File: config.mk
export PLATFORM = sky130hd
export DESIGN_NAME = usb_rw_controller_flat
export DESIGN_NICKNAME = d
export VERILOG_FILES = /design/src/rtl/usb_rw_controller_if.sv /design/src/rtl/usb_rw_controller.sv /design/src/flat_wrapper.sv
export SDC_FILE = /design/constraint.sdc
export NUM_CORES = 1
export LEC_CHECK = 0
export BUFFER_PORTS_ARGS = -buffer_cell sky130_fd_sc_hd__buf_2
export CORE_MARGIN = 2
export CORE_UTILIZATION = 25
export CTS_BUF_LIST = sky130_fd_sc_hd__clkbuf_2 sky130_fd_sc_hd__clkbuf_4 sky130_fd_sc_hd__clkbuf_8
export DETAILED_ROUTE_END_ITERATION = 16
export GPL_TIMING_DRIVEN = 0
export PLACE_DENSITY_LB_ADDON = 0.2
export SLEW_MARGIN = 0
export SYNTH_ARGS = -nofsm -noshare
export SYNTH_HDL_FRONTEND = slang
export SYNTH_SLANG_ARGS = --single-unit
File: constraint.sdc
create_clock -name clk -period 2 [get_ports clk]
set_input_delay 0.4 -clock clk [delete_from_list [all_inputs] [get_ports clk]]
set_output_delay 0.4 -clock clk [all_outputs]
set_load 0.01 [all_outputs]
File: src/rtl/usb_rw_controller_if.sv
// Host task bus and protocol-handler bus for usb_rw_controller.
// master = host/protocol side, slave = the controller.
interface usb_rw_controller_if;
    localparam int unsigned ADDR_W = 16;
    localparam int unsigned DATA_W = 64;

    logic              start_read;
    logic              start_write;
    logic [ADDR_W-1:0] addr;
    logic [DATA_W-1:0] wdata;
    logic [DATA_W-1:0] rdata;
    logic              busy;
    logic              done;
    logic              success;
    logic              proto_req;
    logic              proto_is_in;
    logic [6:0]        proto_dev;
    logic [3:0]        proto_endp;
    logic [3:0]        proto_len;
    logic [DATA_W-1:0] proto_wdata;
    logic              proto_done;
    logic              proto_ok;
    logic [DATA_W-1:0] proto_rdata;

    modport master (
        output start_read, start_write, addr, wdata, proto_done, proto_ok, proto_rdata,
        input  rdata, busy, done, success, proto_req, proto_is_in, proto_dev,
               proto_endp, proto_len, proto_wdata
    );

    modport slave (
        input  start_read, start_write, addr, wdata, proto_done, proto_ok, proto_rdata,
        output rdata, busy, done, success, proto_req, proto_is_in, proto_dev,
               proto_endp, proto_len, proto_wdata
    );
endinterface

File: src/rtl/usb_rw_controller.sv
// Sequences host memory read/write requests into address + data USB transactions with retry.
// Optional RW_WATCHDOG_EN adds a per-request cycle watchdog that aborts a stalled transaction.
module usb_rw_controller #(
    parameter logic [6:0]  DEV_ADDR  = 7'd5,
    parameter logic [3:0]  ADDR_ENDP = 4'd4,
    parameter logic [3:0]  DATA_ENDP = 4'd8,
    parameter int unsigned MAX_TRY   = 8
`ifdef RW_WATCHDOG_EN
    ,parameter int unsigned WDOG_CYC = 1024
`endif
) (
    input  logic                clk,
    input  logic                rst_L,
    usb_rw_controller_if.slave  bus
);
    localparam int unsigned TRY_W = $clog2(MAX_TRY + 1);

    typedef enum logic [2:0] {IDLE, ADDR, DATA, GAP, FIN} state_t;

    state_t           state;
    logic             is_write;
    logic             gap_data;
    logic [15:0]      addr_q;
    logic [63:0]      wdata_q;
    logic [TRY_W-1:0] try_cnt;
    logic [63:0]      rdata_q;
    logic             busy_q, done_q, success_q;
    logic             req_q, is_in_q;
    logic [6:0]       dev_q;
    logic [3:0]       endp_q, len_q;
    logic [63:0]      pwdata_q;
    logic             timeout;

`ifdef RW_WATCHDOG_EN
    localparam int unsigned WDOG_W = $clog2(WDOG_CYC + 1);
    logic [WDOG_W-1:0] wdog_cnt;

    // counts cycles of the current outstanding request; drops to 0 whenever req is low
    always_ff @(posedge clk) begin
        if (!rst_L || !req_q || bus.proto_done) begin
            wdog_cnt <= '0;
        end else begin
            wdog_cnt <= wdog_cnt + WDOG_W'(1);
        end
    end

    assign timeout = req_q && (wdog_cnt == WDOG_W'(WDOG_CYC - 1));
`else
    assign timeout = 1'b0;
`endif

    always_ff @(posedge clk) begin
        if (!rst_L) begin
            state     <= IDLE;
            is_write  <= 1'b0;
            gap_data  <= 1'b0;
            addr_q    <= '0;
            wdata_q   <= '0;
            try_cnt   <= '0;
            rdata_q   <= '0;
            busy_q    <= 1'b0;
            done_q    <= 1'b0;
            success_q <= 1'b0;
            req_q     <= 1'b0;
            is_in_q   <= 1'b0;
            dev_q     <= '0;
            endp_q    <= '0;
            len_q     <= '0;
            pwdata_q  <= '0;
        end else begin
            done_q <= 1'b0;
            case (state)
                IDLE: begin
                    if (bus.start_write || bus.start_read) begin
                        is_write  <= bus.start_write;
                        addr_q    <= bus.addr;
                        if (bus.start_write) wdata_q <= bus.wdata;
                        busy_q    <= 1'b1;
                        success_q <= 1'b0;
                        try_cnt   <= '0;
                        req_q     <= 1'b1;
                        is_in_q   <= 1'b0;
                        dev_q     <= DEV_ADDR;
                        endp_q    <= ADDR_ENDP;
                        len_q     <= 4'd2;
                        pwdata_q  <= {48'b0, bus.addr};
                        state     <= ADDR;
                    end
                end
                ADDR, DATA: begin
                    if (!req_q) begin
                        req_q <= 1'b1;
                    end else if (bus.proto_done) begin
                        req_q <= 1'b0;
                        if (bus.proto_ok) begin
                            if (state == ADDR) begin
                                // payload registers switch while req is low for the spacer cycle
                                try_cnt  <= '0;
                                is_in_q  <= !is_write;
                                endp_q   <= DATA_ENDP;
                                len_q    <= 4'd8;
                                pwdata_q <= is_write ? wdata_q : 64'd0;
                                state    <= DATA;
                            end else begin
                                if (!is_write) rdata_q <= bus.proto_rdata;
                                success_q <= 1'b1;
                                done_q    <= 1'b1;
                                state     <= FIN;
                            end
                        end else if (try_cnt < TRY_W'(MAX_TRY - 1)) begin
                            try_cnt  <= try_cnt + TRY_W'(1);
                            gap_data <= (state == DATA);
                            state    <= GAP;
                        end else begin
                            success_q <= 1'b0;
                            done_q    <= 1'b1;
                            state     <= FIN;
                        end
                    end else if (timeout) begin
                        req_q     <= 1'b0;
                        success_q <= 1'b0;
                        done_q    <= 1'b1;
                        state     <= FIN;
                    end
                end
                GAP: begin
                    req_q <= 1'b1;
                    state <= gap_data ? DATA : ADDR;
                end
                FIN: begin
                    busy_q <= 1'b0;
                    state  <= IDLE;
                end
                default: state <= IDLE;
            endcase
        end
    end

    assign bus.rdata       = rdata_q;
    assign bus.busy        = busy_q;
    assign bus.done        = done_q;
    assign bus.success     = success_q;
    assign bus.proto_req   = req_q;
    assign bus.proto_is_in = is_in_q;
    assign bus.proto_dev   = dev_q;
    assign bus.proto_endp  = endp_q;
    assign bus.proto_len   = len_q;
    assign bus.proto_wdata = pwdata_q;
endmodule

File: src/flat_wrapper.sv
// flat-port wrapper written by rule: the top's interface ports become plain ports
module usb_rw_controller_flat 
#(
    parameter logic [6:0]  DEV_ADDR  = 7'd5,
    parameter logic [3:0]  ADDR_ENDP = 4'd4,
    parameter logic [3:0]  DATA_ENDP = 4'd8,
    parameter int unsigned MAX_TRY   = 8

)
  (clk, rst_L, bus_start_read, bus_start_write, bus_addr, bus_wdata, bus_proto_done, bus_proto_ok, bus_proto_rdata, bus_rdata, bus_busy, bus_done, bus_success, bus_proto_req, bus_proto_is_in, bus_proto_dev, bus_proto_endp, bus_proto_len, bus_proto_wdata);
  usb_rw_controller_if bus_i ();
  input  logic clk;
  input  logic rst_L;
  input wire logic [$bits(bus_i.start_read)-1:0] bus_start_read;
  input wire logic [$bits(bus_i.start_write)-1:0] bus_start_write;
  input wire logic [$bits(bus_i.addr)-1:0] bus_addr;
  input wire logic [$bits(bus_i.wdata)-1:0] bus_wdata;
  input wire logic [$bits(bus_i.proto_done)-1:0] bus_proto_done;
  input wire logic [$bits(bus_i.proto_ok)-1:0] bus_proto_ok;
  input wire logic [$bits(bus_i.proto_rdata)-1:0] bus_proto_rdata;
  output wire logic [$bits(bus_i.rdata)-1:0] bus_rdata;
  output wire logic [$bits(bus_i.busy)-1:0] bus_busy;
  output wire logic [$bits(bus_i.done)-1:0] bus_done;
  output wire logic [$bits(bus_i.success)-1:0] bus_success;
  output wire logic [$bits(bus_i.proto_req)-1:0] bus_proto_req;
  output wire logic [$bits(bus_i.proto_is_in)-1:0] bus_proto_is_in;
  output wire logic [$bits(bus_i.proto_dev)-1:0] bus_proto_dev;
  output wire logic [$bits(bus_i.proto_endp)-1:0] bus_proto_endp;
  output wire logic [$bits(bus_i.proto_len)-1:0] bus_proto_len;
  output wire logic [$bits(bus_i.proto_wdata)-1:0] bus_proto_wdata;
  assign bus_i.start_read = bus_start_read;
  assign bus_i.start_write = bus_start_write;
  assign bus_i.addr = bus_addr;
  assign bus_i.wdata = bus_wdata;
  assign bus_i.proto_done = bus_proto_done;
  assign bus_i.proto_ok = bus_proto_ok;
  assign bus_i.proto_rdata = bus_proto_rdata;
  assign bus_rdata = bus_i.rdata;
  assign bus_busy = bus_i.busy;
  assign bus_done = bus_i.done;
  assign bus_success = bus_i.success;
  assign bus_proto_req = bus_i.proto_req;
  assign bus_proto_is_in = bus_i.proto_is_in;
  assign bus_proto_dev = bus_i.proto_dev;
  assign bus_proto_endp = bus_i.proto_endp;
  assign bus_proto_len = bus_i.proto_len;
  assign bus_proto_wdata = bus_i.proto_wdata;
  usb_rw_controller #(.DEV_ADDR(DEV_ADDR), .ADDR_ENDP(ADDR_ENDP), .DATA_ENDP(DATA_ENDP), .MAX_TRY(MAX_TRY)) u_core (.clk(clk), .rst_L(rst_L), .bus(bus_i));
endmodule
==> results of run 1 <==
power by group through the flow:
stage | Clock [mW] | Sequential [mW] | Combinational [mW]
3_3_place_gp | 0 | 5.00 | 3.23
6_report | 4.18 | 4.94 | 3.21
4_1_cts | 4.35 | 4.93 | 3.26
2_1_floorplan | 0 | 5.05 | 2.05
3_5_place_dp | 0 | 5.01 | 3.25
5_1_grt | 4.53 | 4.99 | 3.59
metal layers:
layer | track usage [%] | share of wire [%] | vias to the layer above
met2 | 26.6 | 48 | 233
met5 | 0 | 0.049 | -
met1 | 18.9 | 42 | 3516
li1 | - | - | 3833
met3 | 4.43 | 6.5 | 53
met4 | 5.45 | 2.5 | 2
worst max-delay path, delay by kind of cell (launching register included):
| family | cells | cell delay, ns |
|---|---|---|
| AO/OA/AOI/OAI | 2 | 0.41 |
| buffers and inverters | 3 | 0.51 |
| flip-flops | 1 | 0.35 |
| AND/OR/NAND/NOR | 2 | 0.41 |
synthesized netlist by cell type, types with 2 or more instances:
cell type / instances / area, sq um
a31oi_1: 3 / 18.8
nor2_1: 76 / 285
dfxtp_1: 209 / 4180
a22oi_2: 10 / 125
buf_2: 18 / 90.1
nand3_1: 4 / 20.0
o21ai_0: 2 / 10.0
inv_1: 2 / 7.51
nand3b_1: 2 / 15.0
nor3_1: 32 / 160
nor4_1: 2 / 12.5
and2_1: 2 / 12.5
or3_1: 2 / 12.5
o211a_1: 2 / 20.0
buf_6: 7 / 78.8
a22oi_1: 38 / 285
clkbuf_1: 43 / 161
buf_4: 20 / 150
a21oi_1: 135 / 676
and3b_1: 2 / 17.5
mux2i_1: 2 / 20.0
nand2_1: 286 / 1070
a211oi_1: 18 / 135
cells in the final DEF, fill, tap and decap left out, drive strengths merged, types with 3 or more instances in the layout:
master	n
nand2	286
a21oi	135
a211oi	18
nand3	4
clkinv	6
nor3	33
a31oi	3
inv	4
a22oi	48
dfxtp	209
diode	5
nor2	76
clkbuf	102
conb	9
buf	331
final cells by class:
| cell class | instances | share of cell area, % |
|---|---|---|
| repair buffers | 287 | 13.6 |
| clock buffers | 58 | 6.87 |
| well taps | 396 | 4.67 |
| flip-flops and latches | 209 | 39.4 |
| clock inverters | 7 | 0.554 |
| plain buffers | 88 | 4.58 |
| diodes | 5 | 0.118 |
| inverters | 3 | 0.106 |
| multi-input cells | 654 | 30.1 |
worst max-delay path by stage:
stage / startpoint / end / slack [ns] / depth (start not counted)
CTS: u_core.bus.proto_req / u_core.bus.proto_wdata[57] / 0.01 / 7
detailed placement: bus_proto_done / u_core.bus.rdata[10] / -0.28 / 7
floorplan: u_core.state[0] / u_core.bus.success / 0.35 / 5
global route: u_core.bus.proto_req / u_core.bus.proto_wdata[29] / -0.03 / 6
finish: u_core.state[0] / u_core.bus.proto_wdata[57] / 0.16 / 7
global placement: bus_proto_done / u_core.bus.rdata[9] / -0.29 / 7
cells by family after synthesis:
family | synth area share, %
AO/OA/AOI/OAI | 17.7
XOR/XNOR | 0.224
adder cells (fa/ha/maj) | 0.160
buffers and inverters | 6.28
flip-flops | 53.5
multiplexers | 0.400
other | 0.0479
AND/OR/NAND/NOR | 21.7
sequential cells by signal, summed over array words and instances, names as in the netlist:
signal	count
u_core.bus.busy	1
u_core.bus.done	1
u_core.bus.proto_dev	1
u_core.bus.proto_is_in	1
u_core.bus.proto_len	2
u_core.bus.proto_req	1
u_core.bus.proto_wdata	64
u_core.bus.rdata	64
u_core.bus.success	1
u_core.gap_data	1
u_core.is_write	1
u_core.state	3
u_core.try_cnt	4
u_core.wdata_q	64
repair_timing:
action / 4_1_cts / 5_1_grt
pin swaps: 1 / 1
setup buffers: 1 / 0
setup endpoints to repair: 120 / 68
endpoints found under the hold margin: 0 / 0
gates resized for setup: 1 / 9
stage by stage:
stage	cell area, sq um	instances	TNS [ns]	power (mW)
CTS	10600	1702	0	12.5
global placement	9780	1636	-35.19	8.24
detailed placement	9780	1636	-32.36	8.26
floorplan	7850	954	0	7.10
finish	10600	1707	0	12.3
global route	10600	1704	-0.114	13.1
==> results.cfg, run 1 <==
[status]
outcome = completed

[synth]
synth-async-reset-ratio_pct = 0
postSynthCellCount = 946
synth_flop_cell = dfxtp_1
synth-seq-cells = 209
yosys_warnings = 0
avgSynthCellArea_sq_um = 8.27
synth_seq_area_share_pct = 53.5
synth_area_sq_mm = 0.00782
synth_edf_count = 0
synth_cell_types = 52

[worst_setup_path]
r2r_slack_ns = 0.16
cp_common_cell = buf_6
cp_cell_sequence = or3_1 > buf_2 > a2bb2oi_2 > buf_6 > buf_6 > a22oi_1 > nor2_1
max_stage_delay_ns = 0.35
end_kind = flip-flop
rr_startpoint = u_core.state[0]
timing.rr.end = u_core.bus.proto_wdata[57]
cp_slowest_cell = dfxtp_1
reg2reg_depth = 7
crit_path_start_kind = flip-flop
crit_fanout = 10
criticalPathCategory = reg -> reg
crit_required_ns = 2.39
cp.arrival_ns = 2.23

[die]
ios = 298
core_sq_mm = 0.0307
fp.dieW_microns = 181
dieArea_sq_mm = 0.0327
die_h_microns = 181
num_rows = 64
start_util_pct = 25.5

[routing]
vias = 7637
drt-vias-per-instance = 4.47
remaining_drc_errors = 0
drt_first_pass_iters = 5
drtAntennaViolNets = 0
drt_wl_total_mm = 26.6
drt-initial-drc-count = 322
wire_per_inst_microns = 15.6

[grt]
gr-total-overflow = 0
grt_pass1_vias = 7358
antenna_found_initial = 5
track_usage_pct = 15.7
grt_pass1_wl_mm = 40.7
grt_max_degree = 13

[clocking]
clockBufferDepth = 3
clkLatencyLatePin_ns = 0.55
ctsHoldBuffers = 0
cts_buffers = 40
clk_pin_slew_ns = 0.07
tritoncts = yes
cts_sinks = 209
h-tree-depth = 2
cts_root_buf = clkbuf_8

[power_and_ir_drop]
combPwrFrac_pct = 26.1
switching_power_mw = 4.14
p_sw_share_pct = 33.6
seqPwrFrac_pct = 40.0
internal-power_mw = 8.18
power_leakage_nw = 4.59
ir_worst_vdd_mv = 0.556
pwr-share-clk_pct = 33.9
power_density_mw_per_mm2 = 1160

[timing]
setup_ws_ns = 0.158
hold_ws_ns = 0.0876
final_hold_viol_count = 0
drv_slew = 0
rsz0062_at_grt = true
fin_crit_ns = 1.84
fmax_mhz = 543
post-route-period-util_pct = 92.1
tightest_slew_ns = 0.770
setup_viol = 0
finalClockSkew_ns = 0.0255
slew_headroom_pct = 48.6

[placement]
preCtsSetupSlack_ns = -0.277
gp_congestion = 0.790
dpl.hpwl_mm = 19.6
portBuffers = 286

[final_layout]
drive_gt1_share_pct = 32.0
area.growth.synth_to_final_pct = 35.7
fill_cells = 3331
fin_nets = 1434
multi_input_area_sq_mm = 0.00320
ff_latch_area_sq_mm = 0.00419
final_util_pct = 34.6

[min_path]
hold_path_depth = 3
hold_class = in -> reg
hold_path_end = u_core.bus.rdata[31]
min_from = bus_proto_rdata[31]

[job]
maxCapViolCount = 0
Power figures use the tool's default switching activity.
==> run 2: changes to the inputs <==
ABC_AREA = 1   (was default)
CORE_ASPECT_RATIO = 1.75   (was default)
==> results.cfg, run 2 <==
[die]
fp.dieW_microns = 140
start_util_pct = 25.3
num_rows = 87
ios = 298
dieArea_sq_mm = 0.0339
core_sq_mm = 0.0320
die_h_microns = 242

[synth]
synth_edf_count = 0
synth_flop_cell = dfxtp_1
ys_top_cells_by_count = dfxtp_1 (209), nor2_1 (170), nand2_1 (134)
synth-seq-cells = 209
synth_area_sq_mm = 0.00809
post-synth-top-count-cell = dfxtp_1
synth_area_leader_cell = dfxtp_1
yosys_warnings = 0
avgSynthCellArea_sq_um = 7.63
netlist.area_leader.share_pct = 51.7
synth_cell_types = 29
postSynthCellCount = 1061
synthTopCellsByArea = dfxtp_1 (52%), nor2_1 (7.9%), a21oi_1 (7.8%)
synth_seq_area_share_pct = 51.7
synth-async-reset-ratio_pct = 0

[timing]
final_hold_viol_count = 0
slew_headroom_pct = 46.0
fin_crit_ns = 1.80
fmax_mhz = 557
post-route-period-util_pct = 89.8
tightest_slew_ns = 0.811
hold_ws_ns = 0.0813
finalClockSkew_ns = 0.0115
drv_slew = 0
rsz0062_at_grt = false
setup_viol = 0

[min_path]
hold_class = in -> reg
hold_path_depth = 3

[routing]
drt_first_pass_iters = 4
remaining_drc_errors = 0
drt_wl_total_mm = 29.3
drtAntennaViolNets = 0
drt-vias-per-instance = 4.36
wire_per_inst_microns = 16.1
drt-initial-drc-count = 276
vias = 7937

[worst_setup_path]
cp_cell_sequence = nor2_4 > nand3_1 > buf_2 > clkbuf_1 > a21oi_1
end_kind = flip-flop
timing.rr.end = u_core.wdata_q[15]
endpoint = u_core.wdata_q[15]
cp-startpoint = u_core.state[1]
r2r_slack_ns = 0.20
crit_required_ns = 2.40
crit_path_start_kind = flip-flop
cp_slowest_cell = clkbuf_1
max_stage_delay_ns = 0.55
criticalPathCategory = reg -> reg
rr_startpoint = u_core.state[1]
crit_fanout = 10
reg2reg_depth = 5
cp.arrival_ns = 2.20

[placement]
dpl.hpwl_mm = 21.7
place_inst = 1756
placed_cell_area_sq_mm = 0.0101
portBuffers = 287
gp_congestion = 0.859

[final_layout]
area.growth.synth_to_final_pct = 32.9
fin_cells = 1820
fin_nets = 1545
fin_area_sq_mm = 0.0108
fill_cells = 3506
layout_common_cells = buf_2 (302), dfxtp_1 (208), nor2_1 (170), nand2_1 (133), a21oi_1 (126)
drive_gt1_share_pct = 29.1
mostFrequentLayoutCell = buf_2

[clocking]
cts_root_buf = clkbuf_8
clkLatencyLatePin_ns = 0.54
clk_pin_slew_ns = 0.06
tritoncts = yes
clockBufferDepth = 3
cts_buffers = 35
cts_sinks = 209
ctsHoldBuffers = 0
h-tree-depth = 2

[grt]
track_usage_pct = 16.8
gr-total-overflow = 0
grt_pass1_wl_mm = 44.2
grt_pass1_vias = 7899
grt_max_degree = 11
antenna_found_initial = 6

[power_and_ir_drop]
ir_worst_vdd_mv = 0.530
finalPower_mw = 12.6
power_leakage_nw = 5.11
power_density_mw_per_mm2 = 1170

[status]
outcome = completed

[job]
maxCapViolCount = 0
[run 2: cell types whose count changed in the layout (fill, tap and decap cells not counted), moves of 10 or more]
cell	before	now
nor3_1	32	2
inv_1	2	95
a22oi_1	38	0
o21ai_0	2	122
nand2_1	285	133
nand3_1	4	77
a211oi_1	17	0
o21ai_1	0	11
a22oi_2	10	0
nor2_1	76	170
[run 2: worst min path at each step]
stage | startpoint | endpoint | slack [ns]
after floorplan | u_core.wdata_q[10] | u_core.wdata_q[10] | 0.42
after global routing | bus_proto_rdata[5] | u_core.bus.rdata[5] | 0.07
after CTS | bus_proto_rdata[59] | u_core.bus.rdata[59] | 0.04
final | bus_proto_rdata[3] | u_core.bus.rdata[3] | 0.08
after global placement | u_core.wdata_q[48] | u_core.wdata_q[48] | 0.43
after detailed placement | u_core.wdata_q[15] | u_core.wdata_q[15] | 0.44
[run 2: logic make-up after synthesis]
family | Yosys count | synth area share (%)
simple gates | 402 | 20.9
compound gates | 260 | 16.1
flops | 209 | 51.7
buf+inv | 187 | 11.0
xor+xnor | 1 | 0.108
fa+ha+maj | 1 | 0.155
other cells | 1 | 0.0464
[run 2: report_power, final]
part           internal (mW)  switching [mW]  total [mW]  leakage (nW)
clock network           1.96            1.81        3.77         0.350
registers               4.77           0.323        5.09          1.70
logic                   1.26            2.43        3.69          3.06
[run 2: through the flow]
stage | setup WS [ns] | utilization (%) | setup TNS, ns
2_1_floorplan | 0.577 | - | 0
3_3_place_gp | -0.121 | 31.4 | -1.90
3_5_place_dp | -0.183 | 31.4 | -3.08
4_1_cts | 0.0117 | 33.5 | 0
5_1_grt | 0.0293 | 33.6 | 0
6_report | 0.204 | 33.6 | 0
[run 2: layer usage]
| layer | GRT usage [%] | vias up | part of all wire [%] |
|---|---|---|---|
| met5 | 0 | - | 0.038 |
| met4 | 8.41 | 2 | 4.5 |
| met3 | 3.68 | 66 | 5.0 |
| met2 | 31.8 | 218 | 54 |
| met1 | 16.9 | 3591 | 37 |
| li1 | - | 4060 | - |
[run 2: layout make-up]
class | instances | area, sq um | share of cell area [%]
clock inverters | 11 | 65.1 | 0.605
flip-flops and latches | 209 | 4190 | 38.9
clock buffers | 48 | 604 | 5.62
diodes | 4 | 10.0 | 0.0931
inverters | 101 | 379 | 3.53
multi-input cells | 673 | 3050 | 28.4
well taps | 400 | 500 | 4.65
plain buffers | 86 | 514 | 4.78
repair buffers | 288 | 1440 | 13.4
[run 2: what timing repair did]
item / in CTS / in global routing
endpoints found under the setup margin: 0 / 49
setup buffers: 0 / 1
gates resized for setup: 0 / 9
[run 2: critical path, delay by kind of cell (launching register included)]
kind / cells / cell delay (ns)
buf+inv: 2 / 0.84
flops: 1 / 0.49
simple gates: 2 / 0.18
compound gates: 1 / 0.15
